$ cat src/rtl/uart_tx_arb_pkg.sv
// uart_tx_arb_pkg: one-hot FSM states and shared widths for the UART TX arbiter
package uart_tx_arb_pkg;
    localparam int STATE_BITS = 4;
    typedef logic [STATE_BITS-1:0] state_t;
    localparam state_t S_IDLE      = 4'b0001;
    localparam state_t S_START     = 4'b0010;
    localparam state_t S_WAIT_ACT  = 4'b0100;
    localparam state_t S_WAIT_DONE = 4'b1000;
    localparam int OWNER_BITS = 3;
    localparam int TO_BITS = 8;
endpackage

$ cat src/rtl/uart_tx_arbiter_rr.sv
// rr_arbiter_comb: combinational round-robin pick, first requester at/after ptr with wrap
module rr_arbiter_comb
    import uart_tx_arb_pkg::*;
#(
    parameter int NUM_REQ = 4
) (
    input  logic [NUM_REQ-1:0]    req,
    input  logic [OWNER_BITS-1:0] ptr,
    output logic [NUM_REQ-1:0]    grant,
    output logic [OWNER_BITS-1:0] idx
);
    // lowest requester overall is the wrap fallback; lowest at/after ptr overrides it
    always_comb begin
        idx = '0;
        for (int i = NUM_REQ - 1; i >= 0; i--)
            if (req[i]) idx = OWNER_BITS'(i);
        for (int i = NUM_REQ - 1; i >= 0; i--)
            if (req[i] && i >= int'(ptr)) idx = OWNER_BITS'(i);
        grant = |req ? NUM_REQ'(1) << idx : '0;
    end
endmodule

$ cat src/rtl/uart_tx_arbiter.sv
// uart_tx_arbiter: shares one UART TX serializer among NUM_REQ byte sources (round-robin).
// Optional burst lock enabled by defining UART_TX_ARB_LOCK_EN.
module uart_tx_arbiter
    import uart_tx_arb_pkg::*;
#(
    parameter int NUM_REQ = 4,
    parameter int ACTIVE_TIMEOUT = 15
) (
    input  logic                  clk,
    input  logic                  reset,
    input  logic                  sync_reset,
    input  logic [NUM_REQ-1:0]    req,
    input  logic [8*NUM_REQ-1:0]  req_data,
    input  logic [NUM_REQ-1:0]    req_lock,
    output logic [NUM_REQ-1:0]    ack,
    output logic [OWNER_BITS-1:0] owner,
    output logic                  busy,
    output logic                  timeout_err,
    output logic                  uart_start_TX,
    output logic [7:0]            uart_SBUF,
    input  logic                  uart_tx_active
);
    state_t state, state_nxt;
    logic [OWNER_BITS-1:0] ptr, ptr_nxt, owner_nxt, owner_inc, pick_idx;
    logic [NUM_REQ-1:0] pick_grant, ack_nxt, owner_hot;
    logic [TO_BITS-1:0] cnt, cnt_nxt;
    logic [7:0] pick_byte, sbuf_nxt;
    logic grant_ok, to_hit, done, lock_hold, busy_nxt, start_nxt, terr_nxt;

    rr_arbiter_comb #(.NUM_REQ(NUM_REQ)) u_rr (
        .req   (req),
        .ptr   (ptr),
        .grant (pick_grant),
        .idx   (pick_idx)
    );

    assign grant_ok  = state == S_IDLE && |req && !uart_tx_active;
    assign to_hit    = state == S_WAIT_ACT && !uart_tx_active && cnt == TO_BITS'(ACTIVE_TIMEOUT - 1);
    assign done      = state == S_WAIT_DONE && !uart_tx_active;
    assign owner_inc = owner == OWNER_BITS'(NUM_REQ - 1) ? '0 : owner + OWNER_BITS'(1);
    assign owner_hot = NUM_REQ'(1) << owner;
`ifdef UART_TX_ARB_LOCK_EN
    assign lock_hold = |(req_lock & req & owner_hot);
`else
    logic unused_lock;
    assign unused_lock = ^{req_lock, owner_hot};
    assign lock_hold = 1'b0;
`endif

    // byte of the requester the arbiter would grant this cycle
    always_comb begin
        pick_byte = 8'h00;
        for (int i = 0; i < NUM_REQ; i++)
            if (pick_grant[i]) pick_byte = req_data[8*i +: 8];
    end

    // next state; sync_reset abandons tracking but never aborts the serializer frame
    always_comb begin
        state_nxt = sync_reset ? S_IDLE :
                    state == S_IDLE ? (grant_ok ? S_START : S_IDLE) :
                    state == S_START ? S_WAIT_ACT :
                    state == S_WAIT_ACT ? (uart_tx_active ? S_WAIT_DONE : to_hit ? S_IDLE : S_WAIT_ACT) :
                    state == S_WAIT_DONE ? (uart_tx_active ? S_WAIT_DONE : S_IDLE) : S_IDLE;
    end

    // next values of the registered outputs, pointer and timeout counter
    always_comb begin
        start_nxt = state_nxt == S_START;
        busy_nxt  = state_nxt != S_IDLE;
        ack_nxt   = start_nxt ? pick_grant : '0;
        owner_nxt = sync_reset ? '0 : grant_ok ? pick_idx : owner;
        sbuf_nxt  = sync_reset ? 8'h00 : grant_ok ? pick_byte : uart_SBUF;
        terr_nxt  = !sync_reset && (timeout_err || to_hit);
        ptr_nxt   = sync_reset ? '0 : done ? (lock_hold ? owner : owner_inc) : to_hit ? owner_inc : ptr;
        cnt_nxt   = state == S_WAIT_ACT && !sync_reset ? cnt + TO_BITS'(1) : '0;
    end

    // state, datapath and output registers
    always_ff @(posedge clk or posedge reset) begin
        if (reset) begin
            state         <= S_IDLE;
            ptr           <= '0;
            cnt           <= '0;
            owner         <= '0;
            uart_SBUF     <= 8'h00;
            ack           <= '0;
            busy          <= 1'b0;
            timeout_err   <= 1'b0;
            uart_start_TX <= 1'b0;
        end else begin
            state         <= state_nxt;
            ptr           <= ptr_nxt;
            cnt           <= cnt_nxt;
            owner         <= owner_nxt;
            uart_SBUF     <= sbuf_nxt;
            ack           <= ack_nxt;
            busy          <= busy_nxt;
            timeout_err   <= terr_nxt;
            uart_start_TX <= start_nxt;
        end
    end
endmodule

$ cat config.mk
export PLATFORM = sky130hd
export DESIGN_NAME = uart_tx_arbiter
export DESIGN_NICKNAME = d
export VERILOG_FILES = /design/src/rtl/uart_tx_arb_pkg.sv /design/src/rtl/uart_tx_arbiter_rr.sv /design/src/rtl/uart_tx_arbiter.sv
export SDC_FILE = /design/constraint.sdc
export NUM_CORES = 1
export LEC_CHECK = 0
export CORE_AREA = 3 3 48 94
export DETAILED_ROUTE_END_ITERATION = 10
export DIE_AREA = 0 0 51 97
export PLACE_DENSITY = 0.8
export SYNTH_ARGS = -nofsm -noshare
export SYNTH_HDL_FRONTEND = slang
export SYNTH_SLANG_ARGS = --single-unit
$ cat constraint.sdc
create_clock -name clk -period 4 [get_ports clk]
set_input_delay 0.8 -clock clk [delete_from_list [all_inputs] [get_ports clk]]
set_output_delay 0.8 -clock clk [all_outputs]
set_load 0.01 [all_outputs]
# Yosys cells after proc, flatten, opt, wreduce, memory -nomap -nowiden
# Cells that the tools add are included.
# W data, S select, Z words.
# word_totals
mem_bits_rw	0
latch_bits	0
inputBits	44
output_inout_bits	18
memories	0
reg_bits	33
wordCells	73
rom_bits	0
# op_classes
n_reduce_logical	17
n_shift	1
n_mul	0
n_div	0
n_mux	32
magnitude_cmp	4
add_sub_neg	2
n_eq_ne	8
bitwise_logic	0
# ops
op	n
$mux W8	7
$mux W4	9
$mux W3	7
$mux W2	9
$logic_and A1 B1 Y1	11
$add A8 B1 Y8 const B	1
$eq A4 B2 Y1 const B	2
$eq A8 B4 Y1 const B	1
$ge A1 B3 Y1 const A	2
$ge A2 B3 Y1 const A	2
$eq A4 B1 Y1 const B	1
$eq A4 B3 Y1 const B	1
$eq A4 B4 Y1 const B	1
$ne A4 B1 Y1 const B	1
$reduce_or A4 Y1	1
$shl A1 B2 Y4 const A	1
$add A3 B1 Y3 const B	1
$eq A3 B2 Y1 const B	1
$reduce_bool A3 Y1	1
$logic_not A1 Y1	2
$reduce_bool A2 Y1	1
$logic_or A1 B1 Y1	1

# Longest topological paths before layout
# Gate-level depths: netlist of the first run.
# depth
ltp_word	16
ltp_mapped	7

# By module
# A second synthesis of the first run with hierarchy kept.
# hier_totals
cells_unflattened	181
area_unflattened_um2	1836.8
# modules_own_cells
module	n_inst	cells_per_inst	area_each_um2
uart_tx_arbiter	1	158	1689.1
rr_arbiter_comb	1	23	147.6

# Worst setup path before layout of the first run
# Ideal clock, no wire load.
# synth_timing
path_kind	input to register
from	input port req[1]
to	register uart_SBUF[0]
path_stages	7
arrival_time_ns	1.951
setup_slack_ns	1.923
path_cell_list	buf_6 or4_4 nand4_4 nor2_1 buf_6 o221ai_1 o21ai_2
# synth_between
elab_chain_cells	14
word_cells_on_any_way	19
cone_classes	shift (1); mux (13); reduce/logical (5)
# synth_rtl
item	line_no	text
start, declared	uart_tx_arbiter.sv:12	input logic [NUM_REQ-1:0] req,
$mux W2 (2 in series)	uart_tx_arbiter_rr.sv:16	if (req[i]) idx = OWNER_BITS'(i);
$mux W2 (4 in series)	uart_tx_arbiter_rr.sv:18	if (req[i] && i >= int'(ptr)) idx = OWNER_BITS'(i);
$shl A1 B2 Y4	uart_tx_arbiter_rr.sv:19	grant = |req ? NUM_REQ'(1) << idx : '0;
$mux W4	uart_tx_arbiter_rr.sv:19	
$mux W8 (4 in series)	uart_tx_arbiter.sv:54	if (pick_grant[i]) pick_byte = req_data[8*i +: 8];
$mux W8 (2 in series)	uart_tx_arbiter.sv:72	sbuf_nxt = sync_reset ? 8'h00 : grant_ok ? pick_byte : uart_SBUF;
end signal, assigned	uart_tx_arbiter.sv:95	uart_SBUF <= sbuf_nxt;
end, declared	uart_tx_arbiter.sv:20	output logic [7:0] uart_SBUF,
# Parallel ways exist; a longest one is shown, timed or not. The select of a mux whose other input is x is not followed.
# A chain may end at the register's enable or synchronous reset.

# Worst setup path in the final report of the first run
# layout_timing
from	input port req[2]
to	register uart_SBUF[7]
# layout_between
elab_chain_cells	15
word_cells_on_any_way	20
cone_classes	shift (1); mux (14); reduce/logical (5)
# layout_rtl
item	line_no
$mux W2 (3 in series)	uart_tx_arbiter_rr.sv:16
$mux W2 (4 in series)	uart_tx_arbiter_rr.sv:18
$shl A1 B2 Y4	uart_tx_arbiter_rr.sv:19
$mux W4	uart_tx_arbiter_rr.sv:19
$mux W8 (4 in series)	uart_tx_arbiter.sv:54
$mux W8 (2 in series)	uart_tx_arbiter.sv:72
# Parallel ways exist; a longest one is shown, timed or not. The select of a mux whose other input is x is not followed.

==> impl_metrics.tcl, run 1 <==
set metrics [dict create \
    outcome "completed" \
    p_sw_uw 183.9 \
    leakagePower_uw 0.0009747 \
    seqPwrFrac_pct 42.9 \
    final_layout_size_suffix_gt1_share_pct 9.292 \
    criticalPathCategory "primary input to flop" \
    rows 32 \
    maxSlewViolCount 0 \
    synth-compound-area-share_pct 23.74 \
    powerDensity_nw_per_um2 329.5 \
    cts_tree "built" \
    drt_pass1_iterations 4 \
    die_height_um 97 \
    setup_viol 0 \
    viasPerCell 5.729 \
    synth_top_family_by_area "compound AO/OA/AOI/OAI gates" \
    synthXorXnorAreaFrac_pct 2.564 \
    synth_area_sq_um 1708 \
    finalSetupTns_ps 0 \
    fin_skew_ps 7.370 \
    fin_util_pct 61.44 \
    cts_sinks 31 \
    synth_largest_area_cell "dfrtp_1" \
    crit_arrival_ps 2940 \
    cts_root_buffer "clkbuf_8" \
    portBuffers 56 \
    slew-limit-headroom_pct 46.95 \
    crit_slowest_cell "clkdlybuf4s50_1" \
    num_vias 1587 \
    synth-edff-count 0 \
    rsz0062_at_grt "false" \
    hold_viol_final 0 \
    peakVddDrop_mv 0.2650 \
    clkLatencyLatePin_ps 280 \
    avgSynthCellArea_sq_um 9.872 \
    ant_nets 0 \
    dp.cells 269 \
    fin_nets 272 \
    synth_common_cells "dfrtp_1 (30), nor2_1 (19), nand2_1 (11)" \
    place.gp.congestion 0.8987 \
    dpl_cell_area_sq_um 2268 \
    p_comb_share_pct 17.3 \
    grt_overflow 0 \
    synth_top_area_share_pct 43.96 \
    muxShareOfSynthArea_pct 1.758 \
    ys_ff_latch 31 \
    hold_buffers 0 \
    maxCapViolCount 0 \
    ctsResizeCount 0 \
    hold_class "flop to flop" \
    antenna_found_initial 0 \
    ys_top_cells_by_area "dfrtp_1 (44%), o221ai_1 (4.6%), nor2_1 (4.2%)" \
    synth_flop_cell "dfrtp_1" \
    synth_fa_ha_area_share_pct 2.198 \
    coreArea_sq_um 3884 \
    synth.distinct_cells 48 \
    max_freq_mhz 365.7 \
    hpwl_um 3312 \
    grt_pass1_vias 1598 \
    synth-simple-area-share_pct 18.53 \
    routedWlPerCell_um 15.90 \
    final_area_sq_um 2386 \
    h-tree-depth 2 \
    stdcell_count 277 \
    cts_max_path_buffers 2 \
    postCtsSetupBuffers 0 \
    cts-buffers-inserted 5 \
    dieWidth_um 51 \
    cp_num_buf_inv 1 \
    cell_internal_pwr_uw 602.3 \
    worst_pin_slew_ps 795.8 \
    swShare_pct 23.39 \
    end_kind "flop" \
    syn_nets 220 \
    period_share_pct 68.37 \
    diodes 0 \
    finalWirelength_um 4403 \
    grt_first_pass_wirelength_um 7472 \
    max_stage_delay_ps 710 \
    die_area_sq_um 4947 \
    async_flop_share_pct 100.0 \
    track_usage_pct 19.69 \
    drc 0 \
    min_period_ps 2735 \
    yosysWarningCount 0 \
    io_pins 62 \
    path_max_fanout 11 \
    seq_area_frac_synth_pct 45.49 \
    post-synth-top-count-cell "dfrtp_1" \
    drt_iter0_markers 37 \
    area_growth_pct 39.71 \
    grt_max_degree 32 \
    initial_utilization_pct 43.98 \
    path_delay_family "simple AND/OR/NAND/NOR gates" \
    startpoint_type "primary input" \
    cp.required_ps 4200 \
    clkPwrFrac_pct 39.9 \
    clk_pin_slew_ps 60 \
    synthCells 173 \
    crit_path_cell_trace "clkdlybuf4s50_1 -> or4_4 -> nand4_4 -> nor2_1 -> o221ai_1 -> o21ai_2" \
]
layout by cell type (no fill, tap or decap), drive strengths merged, types with 2 or more instances in the layout:
| master | count |
|---|---|
| nand3 | 3 |
| o211a | 2 |
| mux2i | 3 |
| nor2b | 3 |
| nand2b | 2 |
| nor4 | 4 |
| nand4 | 3 |
| a21oi | 7 |
| a22oi | 2 |
| inv | 6 |
| and2 | 3 |
| a221oi | 8 |
| dfrtp | 30 |
| a41oi | 2 |
| nor3 | 4 |
| nand2 | 11 |
| clkdlybuf4s50 | 56 |
| o221ai | 9 |
| clkbuf | 6 |
| o21ai | 15 |
| xor2 | 4 |
| nor2 | 19 |
| ha | 3 |
| a31oi | 2 |
power by group through the flow:
stage               Sequential, uW  Clock (uW)  Combinational, uW
CTS                            337         318                137
global placement               342           0                134
floorplan                      346           0               60.4
detailed placement             342           0                136
global route                   338         330                148
finish                         337         314                136
sequential cells by signal, summed over array words and instances (netlist names):
signal         count
timeout_err        1
ptr                2
busy               1
state              4
cnt                8
uart_SBUF          8
ack                4
owner              2
uart_start_TX      1
per-layer routing:
layer	wire, um	share of wire, %	GRT usage (%)	up-vias
li1	-	-	-	747
met1	1582	36	21.60	772
met2	2493	57	34.93	57
met3	186	4.2	2.619	11
met4	140	3.2	10.37	0
met5	0	0	0	-
stage by stage:
step	hold WS (ps)	worst slack [ps]	total power (uW)
finish	474.2	1265	786.1
global placement	461.6	1022	475.9
floorplan	475.5	1923	406.7
CTS	478.0	1269	791.1
global route	499.8	1093	816.3
detailed placement	464.3	982.5	478.0
worst reg2reg max path: stages (launching register included):
cell	delay, ps
dfrtp_1	390
nor2_1	330
nand4_4	200
nor2_1	570
o221ai_1	300
o21ai_2	180
cells by family (layout without fill, tap and decap cells):
logic type,count (synthesis),after routing
XOR/XNOR,5,5
multiplexers,3,3
other,1,1
AO/OA/AOI/OAI,54,54
adder cells (fa/ha/maj),3,3
buffers and inverters,18,71
flip-flops,31,31
AND/OR/NAND/NOR,58,58
layout make-up:
type	instances	area, sq um
flip-flops and latches	31	777.0
well taps	51	63.81
clock inverters	2	35.03
multi-input cells	124	837.1
repair buffers	57	568.0
clock buffers	6	82.58
fillers	340	1498
inverters	6	22.52
worst paths after layout:
path,from,endpoint,slack [ps],depth (start not counted)
max,req[2],uart_SBUF[7]$_DFFE_PP0P_,1270,6
max in group asynchronous,reset,state[0]$_DFF_PP1_,2770,3
max reg2reg,state[3]$_DFF_PP0_,uart_SBUF[7]$_DFFE_PP0P_,1950,5
min,uart_SBUF[7]$_DFFE_PP0P_,uart_SBUF[7]$_DFFE_PP0P_,470,2
min reg2reg,uart_SBUF[7]$_DFFE_PP0P_,uart_SBUF[7]$_DFFE_PP0P_,470,2
min in group asynchronous,reset,uart_SBUF[6]$_DFFE_PP0P_,910,3
Power figures use the tool's default switching activity.
==> inputs of run 2 (changes only) <==
--- a/config.mk
+++ b/config.mk
@@ -5,10 +5,10 @@
 export SDC_FILE = /design/constraint.sdc
 export NUM_CORES = 1
 export LEC_CHECK = 0
-export CORE_AREA = 3 3 48 94
+export CORE_AREA = 3 3 49 95
 export DETAILED_ROUTE_END_ITERATION = 10
-export DIE_AREA = 0 0 51 97
-export PLACE_DENSITY = 0.8
+export DIE_AREA = 0 0 52 98
+export PLACE_DENSITY = 0.78
 export SYNTH_ARGS = -nofsm -noshare
 export SYNTH_HDL_FRONTEND = slang
 export SYNTH_SLANG_ARGS = --single-unit
==> constraint.sdc (replaced) <==
create_clock -name clk -period 2.8 [get_ports clk]
set_input_delay 0.56 -clock clk [delete_from_list [all_inputs] [get_ports clk]]
set_output_delay 0.56 -clock clk [all_outputs]
set_load 0.01 [all_outputs]
==> impl_metrics.tcl, run 2 (synthesis results as in run 1) <==
set metrics [dict create \
    cts_max_path_buffers 2 \
    antenna_found_initial 0 \
    die_height_um 98 \
    die_area_sq_um 5096 \
    cts_root_buffer "clkbuf_8" \
    clk_pin_slew_ps 60 \
    leakagePower_uw 0.0009978 \
    hold_viol_final 0 \
    end_kind "flop" \
    setup_viol 0 \
    maxSlewViolCount 0 \
    powerDensity_nw_per_um2 466.7 \
    cts-buffers-inserted 5 \
    drt_pass1_iterations 5 \
    grt_pass1_vias 1578 \
    min_path_cells 2 \
    rsz0062_at_grt "false" \
    mostFrequentLayoutCells "clkdlybuf4s50_1 (56), dfrtp_1 (30), nor2_1 (19)" \
    worst_pin_slew_ps 716.7 \
    fin_skew_ps 2.628 \
    final_layout_size_suffix_gt1_share_pct 11.26 \
    cts_sinks 31 \
    viasPerCell 5.564 \
    hold_buffers 0 \
    power_uw 1131 \
    max_freq_mhz 424.5 \
    finalWirelength_um 4462 \
    postCtsSetupBuffers 0 \
    num_vias 1569 \
    clkLatencyLatePin_ps 280 \
    ant_nets 0 \
    area_growth_pct 41.90 \
    ctsResizeCount 0 \
    cell_internal_pwr_uw 865.4 \
    grt_overflow 0 \
    p_sw_uw 265.7 \
    drt_iter0_markers 30 \
    crit_arrival_ps 2550 \
    diodes 0 \
    h-tree-depth 2 \
    fill_cells 338 \
    worstReg2RegStart "state[2]$_DFF_PP0_" \
    ff2ff_setup_slack_ps 830 \
    finalSetupTns_ps 0 \
    swShare_pct 23.49 \
    dieWidth_um 52 \
    place.gp.congestion 0.8305 \
    track_usage_pct 19.37 \
    maxCapViolCount 0 \
    peakVddDrop_mv 0.3489 \
    hold_class "flop to flop" \
    io_pins 62 \
    cp.required_ps 3000 \
    seqPwrFrac_pct 42.5 \
    final-seq-area_sq_um 777.0 \
    startpoint_type "primary input" \
    r2r_end "uart_SBUF[3]$_DFFE_PP0P_" \
    routedWlPerCell_um 15.82 \
    outcome "completed" \
    slew-limit-headroom_pct 52.05 \
    fin_nets 277 \
    hp-start "uart_SBUF[7]$_DFFE_PP0P_" \
    criticalPathCategory "primary input to flop" \
    min_period_ps 2356 \
    grt_first_pass_wirelength_um 7320 \
    period_share_pct 84.13 \
    reg_top3 "cnt (8), uart_SBUF (8)" \
    min_to "uart_SBUF[7]$_DFFE_PP0P_" \
    cts_tree "built" \
    rows 32 \
    multi_input_area_sq_um 837.1 \
    hpwl_um 3385 \
    final_common_cell "clkdlybuf4s50_1" \
    p_comb_share_pct 17.6 \
    drc 0 \
    coreArea_sq_um 3964 \
    worst_r2r_path_depth 5 \
    clkPwrFrac_pct 39.9 \
    path_max_fanout 11 \
    portBuffers 56 \
    grt_max_degree 32 \
    initial_utilization_pct 43.09 \
]
-- run 2: cell types whose count changed in the layout (fill, tap and decap cells not counted), sizes merged --
cell	change
buf	+5
-- run 2: critical path, stage by stage --
cell,delay [ps]
clkdlybuf4s50_1,650
or4_4,220
nand4_4,100
nor2_1,570
o221ai_1,240
o21ai_0,210
-- run 2: worst max-delay path by stage --
| stage | startpoint | end | slack (ps) |
|---|---|---|---|
| final | req[1] | uart_SBUF[3]$_DFFE_PP0P_ | 440 |
| after floorplan | req[1] | uart_SBUF[0]$_DFFE_PP0P_ | 960 |
| after global placement | req[1] | uart_SBUF[6]$_DFFE_PP0P_ | 170 |
| after CTS | req[1] | uart_SBUF[3]$_DFFE_PP0P_ | 430 |
| after detailed placement | req[1] | uart_SBUF[5]$_DFFE_PP0P_ | 140 |
| after global routing | req[1] | uart_SBUF[5]$_DFFE_PP0P_ | 290 |
-- run 2: cell type report --
| type | instances | area share [%] |
|---|---|---|
| clock inverters | 2 | 1.446 |
| inverters | 6 | 0.9293 |
| multi-input cells | 124 | 34.54 |
| flip-flops and latches | 31 | 32.06 |
| well taps | 51 | 2.633 |
| clock buffers | 6 | 3.407 |
| repair buffers | 62 | 24.99 |
-- run 2: metrics by stage --
step           util [%]  instance area [sq um]  hold slack [ps]  worst slack [ps]  instances
2_1_floorplan         -                   1708            475.5             963.3        173
3_3_place_gp      58.18                   2306            462.0             174.4        274
3_5_place_dp      58.18                   2306            465.5             135.8        274
4_1_cts           61.14                   2424            479.7             428.2        282
5_1_grt           61.14                   2424            511.3             287.3        282
6_report          61.14                   2424            475.2             444.3        282
-- run 2: metal layers --
layer | vias to the layer above | GRT usage (%) | wire [um]
li1 | 757 | - | -
met5 | - | 0 | 0
met4 | 0 | 9.293 | 122
met1 | 751 | 20.73 | 1554
met2 | 52 | 34.14 | 2570
met3 | 9 | 4.275 | 214
-- run 2: power groups by stage --
stage | Combinational (uW) | Sequential, uW | Clock, uW
global route | 218 | 483 | 483
detailed placement | 202 | 489 | 0
floorplan | 86.2 | 495 | 0
CTS | 202 | 481 | 461
finish | 199 | 481 | 451
global placement | 199 | 489 | 0
